--- src/rtl/rpn_pkg.sv ---
// Shared encodings for the RPN evaluator: token types, opcodes,
// error codes and sequencer states.
package rpn_pkg;

    localparam logic [1:0] TOK_NUM = 2'b00;
    localparam logic [1:0] TOK_OP  = 2'b01;
    localparam logic [1:0] TOK_END = 2'b10;
    localparam logic [1:0] TOK_RSV = 2'b11;

    localparam logic [2:0] OP_ADD = 3'd0;
    localparam logic [2:0] OP_SUB = 3'd1;
    localparam logic [2:0] OP_MUL = 3'd2;
    localparam logic [2:0] OP_DIV = 3'd3;

    localparam logic [2:0] ERR_NONE  = 3'd0;
    localparam logic [2:0] ERR_UNDER = 3'd1;
    localparam logic [2:0] ERR_OVER  = 3'd2;
    localparam logic [2:0] ERR_DIV0  = 3'd3;
    localparam logic [2:0] ERR_BADOP = 3'd4;
    localparam logic [2:0] ERR_END   = 3'd5;

    typedef enum logic [2:0] {
        S_IDLE,
        S_PUSH,
        S_POP_B,
        S_POP_A,
        S_EXEC,
        S_RESULT,
        S_DRAIN
    } state_e;

endpackage

--- src/rtl/rpn_eval_ctrl_if.sv ---
// Token handshake between the parser (master) and the
// RPN sequencer (slave).
interface rpn_eval_ctrl_if;

    logic       tok_valid;
    logic       tok_ready;
    logic [1:0] tok_type;
    logic [7:0] tok_data;

    modport master (
        output tok_valid,
        output tok_type,
        output tok_data,
        input  tok_ready
    );

    modport slave (
        input  tok_valid,
        input  tok_type,
        input  tok_data,
        output tok_ready
    );

endinterface

--- src/rtl/rpn_alu.sv ---
// Unsigned 8-bit ALU for the RPN evaluator; all results wrap mod 256.
module rpn_alu
    import rpn_pkg::*;
(
    input  logic [7:0] a,
    input  logic [7:0] b,
    input  logic [2:0] op,
    output logic [7:0] y,
    output logic       div_zero
);

    logic [15:0] prod;

    assign prod     = {8'd0, a} * {8'd0, b};
    assign div_zero = (op == OP_DIV) && (b == 8'd0);

    always_comb begin
        y = 8'd0;
        unique case (op)
            OP_ADD:  y = a + b;
            OP_SUB:  y = a - b;
            OP_MUL:  y = prod[7:0];
            OP_DIV:  y = (b == 8'd0) ? 8'd0 : a / b;
            default: y = 8'd0;
        endcase
    end

endmodule

--- src/rtl/rpn_eval_ctrl.sv ---
// RPN token sequencer driving an external operand stack;
// returns the final value or an error code.
module rpn_eval_ctrl
    import rpn_pkg::*;
#(
    parameter int DEPTH = 16
) (
    input  logic                 clk,
    input  logic                 rst,
    rpn_eval_ctrl_if.slave       tok,
    output logic                 stk_push_en,
    output logic                 stk_pop_en,
    output logic [7:0]           stk_data_in,
    input  logic [7:0]           stk_data_out,
    input  logic                 stk_is_empty,
    output logic                 res_valid,
    output logic [7:0]           res_data,
    output logic                 err,
    output logic [2:0]           err_code,
    output logic                 busy
);

    localparam int DW = $clog2(DEPTH + 1);
    localparam logic [DW-1:0] DMAX = DW'(DEPTH);

    state_e         state_q, state_d;
    logic [DW-1:0]  depth_q, depth_d;
    logic [7:0]     hold_q, hold_d;
    logic [7:0]     a_q, a_d;
    logic [7:0]     b_q, b_d;
    logic [2:0]     op_q, op_d;
    logic [7:0]     res_q, res_d;
    logic           err_q, err_d;
    logic [2:0]     code_q, code_d;
    logic [7:0]     alu_y;
    logic           alu_dz;
    logic           exec_dz;

    rpn_alu u_alu (
        .a        (a_q),
        .b        (b_q),
        .op       (op_q),
        .y        (alu_y),
        .div_zero (alu_dz)
    );

    assign exec_dz = (state_q == S_EXEC) && alu_dz;

    always_ff @(posedge clk) begin
        if (rst) begin
            state_q <= S_IDLE;
            depth_q <= '0;
            hold_q  <= '0;
            a_q     <= '0;
            b_q     <= '0;
            op_q    <= OP_ADD;
            res_q   <= '0;
            err_q   <= 1'b0;
            code_q  <= ERR_NONE;
        end else begin
            state_q <= state_d;
            depth_q <= depth_d;
            hold_q  <= hold_d;
            a_q     <= a_d;
            b_q     <= b_d;
            op_q    <= op_d;
            res_q   <= res_d;
            err_q   <= err_d;
            code_q  <= code_d;
        end
    end

    always_comb begin
        state_d = state_q;
        depth_d = depth_q;
        hold_d  = hold_q;
        a_d     = a_q;
        b_d     = b_q;
        op_d    = op_q;
        res_d   = res_q;
        err_d   = 1'b0;
        code_d  = code_q;
        unique case (state_q)
            S_IDLE: if (tok.tok_valid) begin
                unique case (1'b1)
                    tok.tok_type == TOK_NUM: begin
                        if (depth_q == DMAX) begin
                            err_d   = 1'b1;
                            code_d  = ERR_OVER;
                            state_d = S_DRAIN;
                        end else begin
                            hold_d  = tok.tok_data;
                            state_d = S_PUSH;
                        end
                    end
                    tok.tok_type == TOK_END: begin
                        // top is already valid; capture so it shows with res_valid
                        if (depth_q == DW'(1)) begin
                            res_d   = stk_data_out;
                            state_d = S_RESULT;
                        end else if (depth_q != '0) begin
                            err_d   = 1'b1;
                            code_d  = ERR_END;
                            state_d = S_DRAIN;
                        end
                    end
                    default: begin
                        if (tok.tok_type == TOK_RSV || tok.tok_data[2]) begin
                            err_d   = 1'b1;
                            code_d  = ERR_BADOP;
                            state_d = S_DRAIN;
                        end else if (depth_q < DW'(2)) begin
                            err_d   = 1'b1;
                            code_d  = ERR_UNDER;
                            state_d = S_DRAIN;
                        end else begin
                            op_d    = tok.tok_data[2:0];
                            state_d = S_POP_B;
                        end
                    end
                endcase
            end
            S_PUSH: begin
                depth_d = depth_q + DW'(1);
                state_d = S_IDLE;
            end
            S_POP_B: begin
                b_d     = stk_data_out;
                depth_d = depth_q - DW'(1);
                state_d = S_POP_A;
            end
            S_POP_A: begin
                a_d     = stk_data_out;
                depth_d = depth_q - DW'(1);
                state_d = S_EXEC;
            end
            S_EXEC: begin
                if (alu_dz) begin
                    code_d  = ERR_DIV0;
                    state_d = S_DRAIN;
                end else begin
                    hold_d  = alu_y;
                    state_d = S_PUSH;
                end
            end
            S_RESULT: begin
                depth_d = '0;
                state_d = S_IDLE;
            end
            S_DRAIN: begin
                if (depth_q != '0) depth_d = depth_q - DW'(1);
                if (depth_q <= DW'(1)) state_d = S_IDLE;
            end
            default: state_d = S_IDLE;
        endcase
    end

    assign tok.tok_ready = (state_q == S_IDLE);
    assign busy          = (state_q != S_IDLE);
    assign stk_push_en   = (state_q == S_PUSH);
    assign stk_data_in   = hold_q;
    assign stk_pop_en    = (state_q == S_POP_B) || (state_q == S_POP_A) ||
                           (state_q == S_RESULT) ||
                           ((state_q == S_DRAIN) && (depth_q != '0));
    assign res_valid     = (state_q == S_RESULT);
    assign res_data      = res_q;
    assign err           = err_q || exec_dz;
    assign err_code      = exec_dz ? ERR_DIV0 : code_q;

    a_depth_empty: assert property (@(posedge clk) disable iff (rst)
        (depth_q == '0) == stk_is_empty);
    a_push_pop: assert property (@(posedge clk) disable iff (rst)
        !(stk_push_en && stk_pop_en));

endmodule

--- src/flat_wrapper.sv ---
// flat-port wrapper written by rule: the top's interface ports become plain ports
module rpn_eval_ctrl_flat import rpn_pkg::*;
#(
    parameter int DEPTH = 16
)
  (clk, rst, stk_push_en, stk_pop_en, stk_data_in, stk_data_out, stk_is_empty, res_valid, res_data, err, err_code, busy, tok_tok_valid, tok_tok_type, tok_tok_data, tok_tok_ready);
  rpn_eval_ctrl_if tok_i ();
  input  logic clk;
  input  logic rst;
  output logic stk_push_en;
  output logic stk_pop_en;
  output logic [7:0] stk_data_in;
  input  logic [7:0] stk_data_out;
  input  logic stk_is_empty;
  output logic res_valid;
  output logic [7:0] res_data;
  output logic err;
  output logic [2:0] err_code;
  output logic busy;
  input wire logic [$bits(tok_i.tok_valid)-1:0] tok_tok_valid;
  input wire logic [$bits(tok_i.tok_type)-1:0] tok_tok_type;
  input wire logic [$bits(tok_i.tok_data)-1:0] tok_tok_data;
  output wire logic [$bits(tok_i.tok_ready)-1:0] tok_tok_ready;
  assign tok_i.tok_valid = tok_tok_valid;
  assign tok_i.tok_type = tok_tok_type;
  assign tok_i.tok_data = tok_tok_data;
  assign tok_tok_ready = tok_i.tok_ready;
  rpn_eval_ctrl #(.DEPTH(DEPTH)) u_core (.clk(clk), .rst(rst), .tok(tok_i), .stk_push_en(stk_push_en), .stk_pop_en(stk_pop_en), .stk_data_in(stk_data_in), .stk_data_out(stk_data_out), .stk_is_empty(stk_is_empty), .res_valid(res_valid), .res_data(res_data), .err(err), .err_code(err_code), .busy(busy));
endmodule
--- config.mk ---
export PLATFORM = sky130hd
export DESIGN_NAME = rpn_eval_ctrl_flat
export DESIGN_NICKNAME = d
export VERILOG_FILES = /design/src/rtl/rpn_pkg.sv /design/src/rtl/rpn_eval_ctrl_if.sv /design/src/rtl/rpn_alu.sv /design/src/rtl/rpn_eval_ctrl.sv /design/src/flat_wrapper.sv
export SDC_FILE = /design/constraint.sdc
export NUM_CORES = 1
export LEC_CHECK = 0
export CAP_MARGIN = 10
export CORE_UTILIZATION = 41
export CTS_CLUSTER_SIZE = 12
export DETAILED_ROUTE_END_ITERATION = 8
export HOLD_SLACK_MARGIN = 0.03
export PLACE_DENSITY = 0.7
export SLEW_MARGIN = 20
export SYNTH_ARGS = -nofsm -noshare
export SYNTH_HDL_FRONTEND = slang
export SYNTH_HIERARCHICAL = 1
export SYNTH_SLANG_ARGS = --single-unit
export TNS_END_PERCENT = 5
--- constraint.sdc ---
create_clock -name clk -period 13.6 [get_ports clk]
set_clock_uncertainty 0.1 [all_clocks]
set_input_delay 1.36 -clock clk [delete_from_list [all_inputs] [get_ports clk]]
set_output_delay 1.36 -clock clk [all_outputs]
set_load 0.05 [all_outputs]
# Word level (Yosys, flattened, before mapping)
# Index checks and enable logic that the tools add are counted.
[word_totals] regBits=47 word_cells=107 input_bits=22
[op_classes] mul=1 mux=35 addsub=4 magnitude_cmp=2 eq_ne=25 n_div=1 reduce_logical=25 n_bitwise=5
[ops] cell="$mux 3" n=16
[ops] cell="$mux 8" n=5
[ops] cell="$pmux 8 s4" n=1
[ops] cell="$pmux 5 s4" n=1
[ops] cell="$pmux 3 s2" n=3
[ops] cell="$pmux 8 s2" n=1
[ops] cell="$pmux 3 s5" n=1
[ops] cell="$eq 3x2->1 const B" n=4
[ops] cell="$reduce_and 5->1" n=2
[ops] cell="$eq 3x3->1 const B" n=3
[ops] cell="$ne 3x3->1 const B" n=3
[ops] cell="$add 8x8->8" n=1
[ops] cell="$div 8x8->8" n=1
[ops] cell="$logic_not 8->1" n=1
[ops] cell="$mul 8x8->8" n=1
[ops] cell="$ne 2x1->1 const B" n=4
[ops] cell="$sub 8x8->8" n=1
[ops] cell="$reduce_and 7->1" n=1
[ops] cell="$eq 3x1->1 const B" n=2
[ops] cell="$logic_not 3->1" n=2
[ops] cell="$ne 2x2->1 const B" n=3
[ops] cell="$add 5x1->5 const B" n=1
[ops] cell="$eq 5x1->1 const B" n=1
[ops] cell="$eq 5x5->1 const B" n=1
[ops] cell="22 further kinds" n=38

# Logic depth before layout (Yosys ltp)
[logic_depth] word_depth=6 depth_mapped=52 ltp_nobuf=51

# Cells and area by module
# The synthesis kept the hierarchy.
[modules_own_cells] module="rpn_alu" instances=1 area_each_um2=2957.8 cells_each=387 seq_area_each_um2=0.0
[modules_own_cells] module="rpn_eval_ctrl" instances=1 area_each_um2=2332.2 cells_each=270 seq_area_each_um2=940.9

# Least setup slack after synthesis
# OpenSTA, ideal clock, no wires.
[synth_path] path_type="register to register" from="reg u_core.b_q[7]" to="reg u_core.hold_q[0], in the netlist u_core/stk_data_in[0]" arrival_ns=9.952 setup_time_ns=0.091 n_path_buf=2 slack_ns=3.457 period_less_slack_ns=10.143 path_stages_with_launch=48 required_time_ns=13.409 cell_sequence="dfxtp_1 > buf_6 > nor4_4 > and3_1 > a21oi_1 > ha_1 > o21a_1 > o211ai_1 > mux2i_1 > inv_1 > ha_1 > and4b_1 > a21oi_1 > a21oi_4 > or3b_1 > nand2_1 > ha_1 > nor2_1 > [... 12 more ...] > a41oi_1 > inv_1 > mux2_2 > ha_1 > nand2_1 > o21ai_0 > a21oi_1 > o22ai_1 > clkbuf_1 > mux2_2 > ha_1 > a21oi_1 > nor2b_1 > o21ai_0 > a21o_1 > a21oi_1 > mux2i_1 > a311oi_1"
[synth_via] elab_chain_cells=5 word_cells_on_any_way=9 cone_classes="1 x div; 1 x eq/ne; 4 x mux; 3 x reduce/logical"
[synth_lines] element="start: declaration" line_no="rpn_eval_ctrl.sv:30" source="logic [7:0] b_q, b_d;"
[synth_lines] element="start signal: assignment" line_no="rpn_eval_ctrl.sv:55" source="b_q <= '0;"
[synth_lines] element="start signal: assignment" line_no="rpn_eval_ctrl.sv:65" source="b_q <= b_d;"
[synth_lines] element="$div 8x8->8 / $logic_not 8->1 (equally long branches)" line_no="rpn_alu.sv:23" source="OP_DIV: y = (b == 8'd0) ? 8'd0 : a / b;"
[synth_lines] element="$mux 8 *" line_no="rpn_alu.sv:23"
[synth_lines] element="$pmux 8 s4 *" line_no="rpn_alu.sv:19" source="unique case (op)"
[synth_lines] element="via u_core.alu_y[0]" line_no="rpn_eval_ctrl.sv:35" source="logic [7:0] alu_y;"
[synth_lines] element="$mux 8 *" line_no="rpn_eval_ctrl.sv:138" source="if (alu_dz) begin"
[synth_lines] element="$pmux 8 s2 *" line_no="rpn_eval_ctrl.sv:83" source="unique case (state_q)"
[synth_lines] element="end signal: assignment" line_no="rpn_eval_ctrl.sv:63" source="hold_q <= hold_d;"
[synth_lines] element="end: declaration" line_no="rpn_eval_ctrl.sv:28" source="logic [7:0] hold_q, hold_d;"
# Mark *: on every way through the listed nets, which the timed path passes. The rest lies on a longest branch. The select of a mux whose other input is x is not followed.
# A chain may end at the register's enable or synchronous reset.

# Worst setup path in the final report
[layout_path] from="reg u_core.b_q[0]" to="reg u_core.hold_q[0], in the netlist u_core/stk_data_in[0]"
[layout_via] elab_chain_cells=5 word_cells_on_any_way=12 cone_classes="2 x add/sub; 1 x mul; 1 x div; 1 x eq/ne; 4 x mux; 3 x reduce/logical"
[layout_lines] element="$div 8x8->8 / $logic_not 8->1 (equally long branches)" line_no="rpn_alu.sv:23"
[layout_lines] element="$mux 8" line_no="rpn_alu.sv:23"
[layout_lines] element="$pmux 8 s4 *" line_no="rpn_alu.sv:19"
[layout_lines] element="via u_core.alu_y[0]" line_no="rpn_eval_ctrl.sv:35"
[layout_lines] element="$mux 8 *" line_no="rpn_eval_ctrl.sv:138"
[layout_lines] element="$pmux 8 s2 *" line_no="rpn_eval_ctrl.sv:83"
# Marks and branches as above.

==> summary.txt <==
Detailed routing
  – Aggregate routed wire length: 13200 um
  – DR WL/cell: 15.4 um
  – Number of vias per cell: 5.61
  – Post-route ant nets: 0
  – # DRC: 0
  – Initial DRC count: 300
  – TritonRoute pass-1 iters: 4
  – Via count: 4795

Final layout
  – Fill cells: 1271
  – Commonest non-fill, non-tap cells in the layout: 77 x nor2_1, 68 x ha_1, 47 x inv_1, 47 x nand2_1, 47 x dfxtp_1
  – Layout area overhead: 13.1%
  – Design Area, Final: 0.00598 mm^2
  – Count of nets after finishing: 786
  – Register area: 941 um^2
  – Layout cells sized above 1: 5.86%
  – N_diodes: 0
  – Multi-input gate area: 0.00405 mm^2
  – Commonest non-fill, non-tap cell in the layout: nor2_1

Die
  – Die area: 0.0134 mm^2
  – IO Pins: 47
  – Die height: 116 um
  – Chip width: 116 um
  – Row count: 41
  – Core area: 0.0126 mm^2
  – Initial core utilization: 41.9%

Worst setup path
  – CP most frequent cell: ha_1
  – Worst setup SP type: register
  – Crit path largest cell delay: 0.78 ns
  – Required @ worst endpoint: 13.69 ns
  – Critical Path Sink Type: register
  – Worst EP arrival: 12.33 ns
  – Max stage delay cell, worst path: o22ai_1
  – Critical path fanouts, max: 12
  – Setup CP Type: register to register

Yosys
  – Syn_nets: 760
  – Top cell type's share of synthesized area: 17.8%
  – Ys flop type: dfxtp_1
  – Syn Std Cell Area: 0.00529 mm^2
  – Yosys cell types: 67
  – Yosys top cell by area: dfxtp_1
  – Number of flops mapped to enable cells by yosys: 0
  – Syn avg cell area: 8.05 um^2
  – Synth warnings: 6
  – Gate Count Post-Synth: 657
  – Sequential area share after synthesis: 17.8%
  – Fraction of registers with async set/reset: 0%
  – Ranking of synthesized cells by area: dfxtp_1 18%, ha_1 16%, mux2i_1 5.5%
  – Post-synthesis register bit count: 47

Clock tree
  – H-tree depth: 2
  – Total CTS buffers: 5
  – Clk root buf: clkbuf_16
  – CTS tree: done
  – Post-cts hold buffer count: 0
  – Worst-skew pair later-pin latency: 0.29 ns
  – Max Buffers Root-to-Sink: 2
  – PostCTS Resize Cnt: 0
  – CTS sink cnt: 47
  – Post-CTS Setup Bufs: 0
  – Worst-path clk slew: 0.06 ns

Run
  – # Max-Cap Violations: 0

GRT
  – Largest net degree at the start of global routing: 50
  – Congestion Overflow GR: 0
  – GRT Total Usage: 20.4%
  – Vias in the first global route: 4777
  – Initial antenna violation count: 0
  – First-pass GRT wire length: 21900 um

Timing
  – Worst Tran Pin Value: 1.05 ns
  – WHS: 0.372 ns
  – Final number of max-transition violations: 0
  – Setup_tns: 0 ns
  – Fin worst setup slack: 1.36 ns
  – RSZ-0062 raised after global routing: no
  – Max_slew headroom: 30.0%
  – Max Fclk: 81.7 MHz
  – Final hold vios: 0
  – Final setup fails: 0
  – Fin crit period: 12.24 ns
  – Final period utilization: 90.0%

Placed design
  – HPWL Detailed: 10200 um
  – # port buffers: 45
  – GP Congestion: 0.913
  – Dpl ws: 1.42 ns
  – Placed cell areas: 0.00584 mm^2

Hold path
  – Hold Crit Class: register to register

Run status
  – Outcome: complete, no violations
[through the flow]
step                      std cells  utilization [%]
final                           855             47.4
after global routing            855             47.4
after CTS                       855             47.4
after detailed placement        848             46.3
after global placement          848             46.3
after floorplan                 657                -
[flip-flops by register name, indices dropped and copies added (netlist names), 3 cells and up]
name,count
u_core/stk_data_in,8
u_core/depth_q,5
u_core/state_q,3
u_core/b_q,8
u_core/code_q,3
u_core/op_q,3
u_core/a_q,8
u_core/res_data,8
[metal layers]
layer | wire length (um) | vias to the layer above | track usage [%] | part of all wire (%)
met3 | 587 | 18 | 3.29 | 4.4
met1 | 6090 | 2271 | 25.5 | 46
met4 | 243 | 0 | 7.53 | 1.8
met5 | 0 | - | 0 | 0
met2 | 6280 | 110 | 35.3 | 48
li1 | - | 2396 | - | -
[synth_stat cells, types with 10 or more instances]
master    instances
dfxtp_1          47
clkbuf_1         22
ha_1             68
and2_1           12
fa_1             13
xor2_1           10
a21oi_1          42
nor2_1           77
o21ai_0          22
or2_2            11
a311oi_1         10
nor3_1           16
mux2i_1          29
nand2_1          47
o21a_1           10
inv_1            47
a31oi_1          11
xnor2_1          32
a21o_1           10
[worst max-delay path: cells and delay by family, from the launching register on]
family          cells  cell delay [ns]
compound gates     23             5.96
simple gates        7             1.31
mux                 4             1.24
buf+inv             3             0.71
fa+ha+maj           8             2.19
flops               1             0.61
[path summary, 6_finish.rpt]
kind | slack, ns | startpoint | to | cells after the start
max | 1.36 | u_core/b_q[0] | u_core/stk_data_in[0] | 45
min | 0.37 | u_core/code_q[2] | u_core/code_q[2] | 2
max reg2reg | 1.36 | u_core/b_q[0] | u_core/stk_data_in[0] | 45
min reg2reg | 0.37 | u_core/code_q[2] | u_core/code_q[2] | 2
[cell families (layout without fill, tap and decap cells)]
group / Yosys count / after routing / share of synthesized area (%)
AND/OR/NAND/NOR: 221 / 221 / 21.2
AO/OA/AOI/OAI: 153 / 153 / 19.7
adder cells (fa/ha/maj): 81 / 81 / 21.0
buffers and inverters: 74 / 100 / 5.61
flip-flops: 47 / 47 / 17.8
XOR/XNOR: 42 / 42 / 6.95
multiplexers: 39 / 39 / 7.69
[layout make-up]
class,instances,share of cell area (%)
Clock inverter,1,0.0837
Sequential cell,47,15.7
Inverter,47,2.95
Multi-Input combinational cell,536,67.7
Clock buffer,6,2.32
Tap cell,172,3.60
Timing Repair Buffer,46,7.57
Power is left out: the tool's default activity adds up to more than one toggle a clock period on the data nets, which glitch-free logic cannot reach.
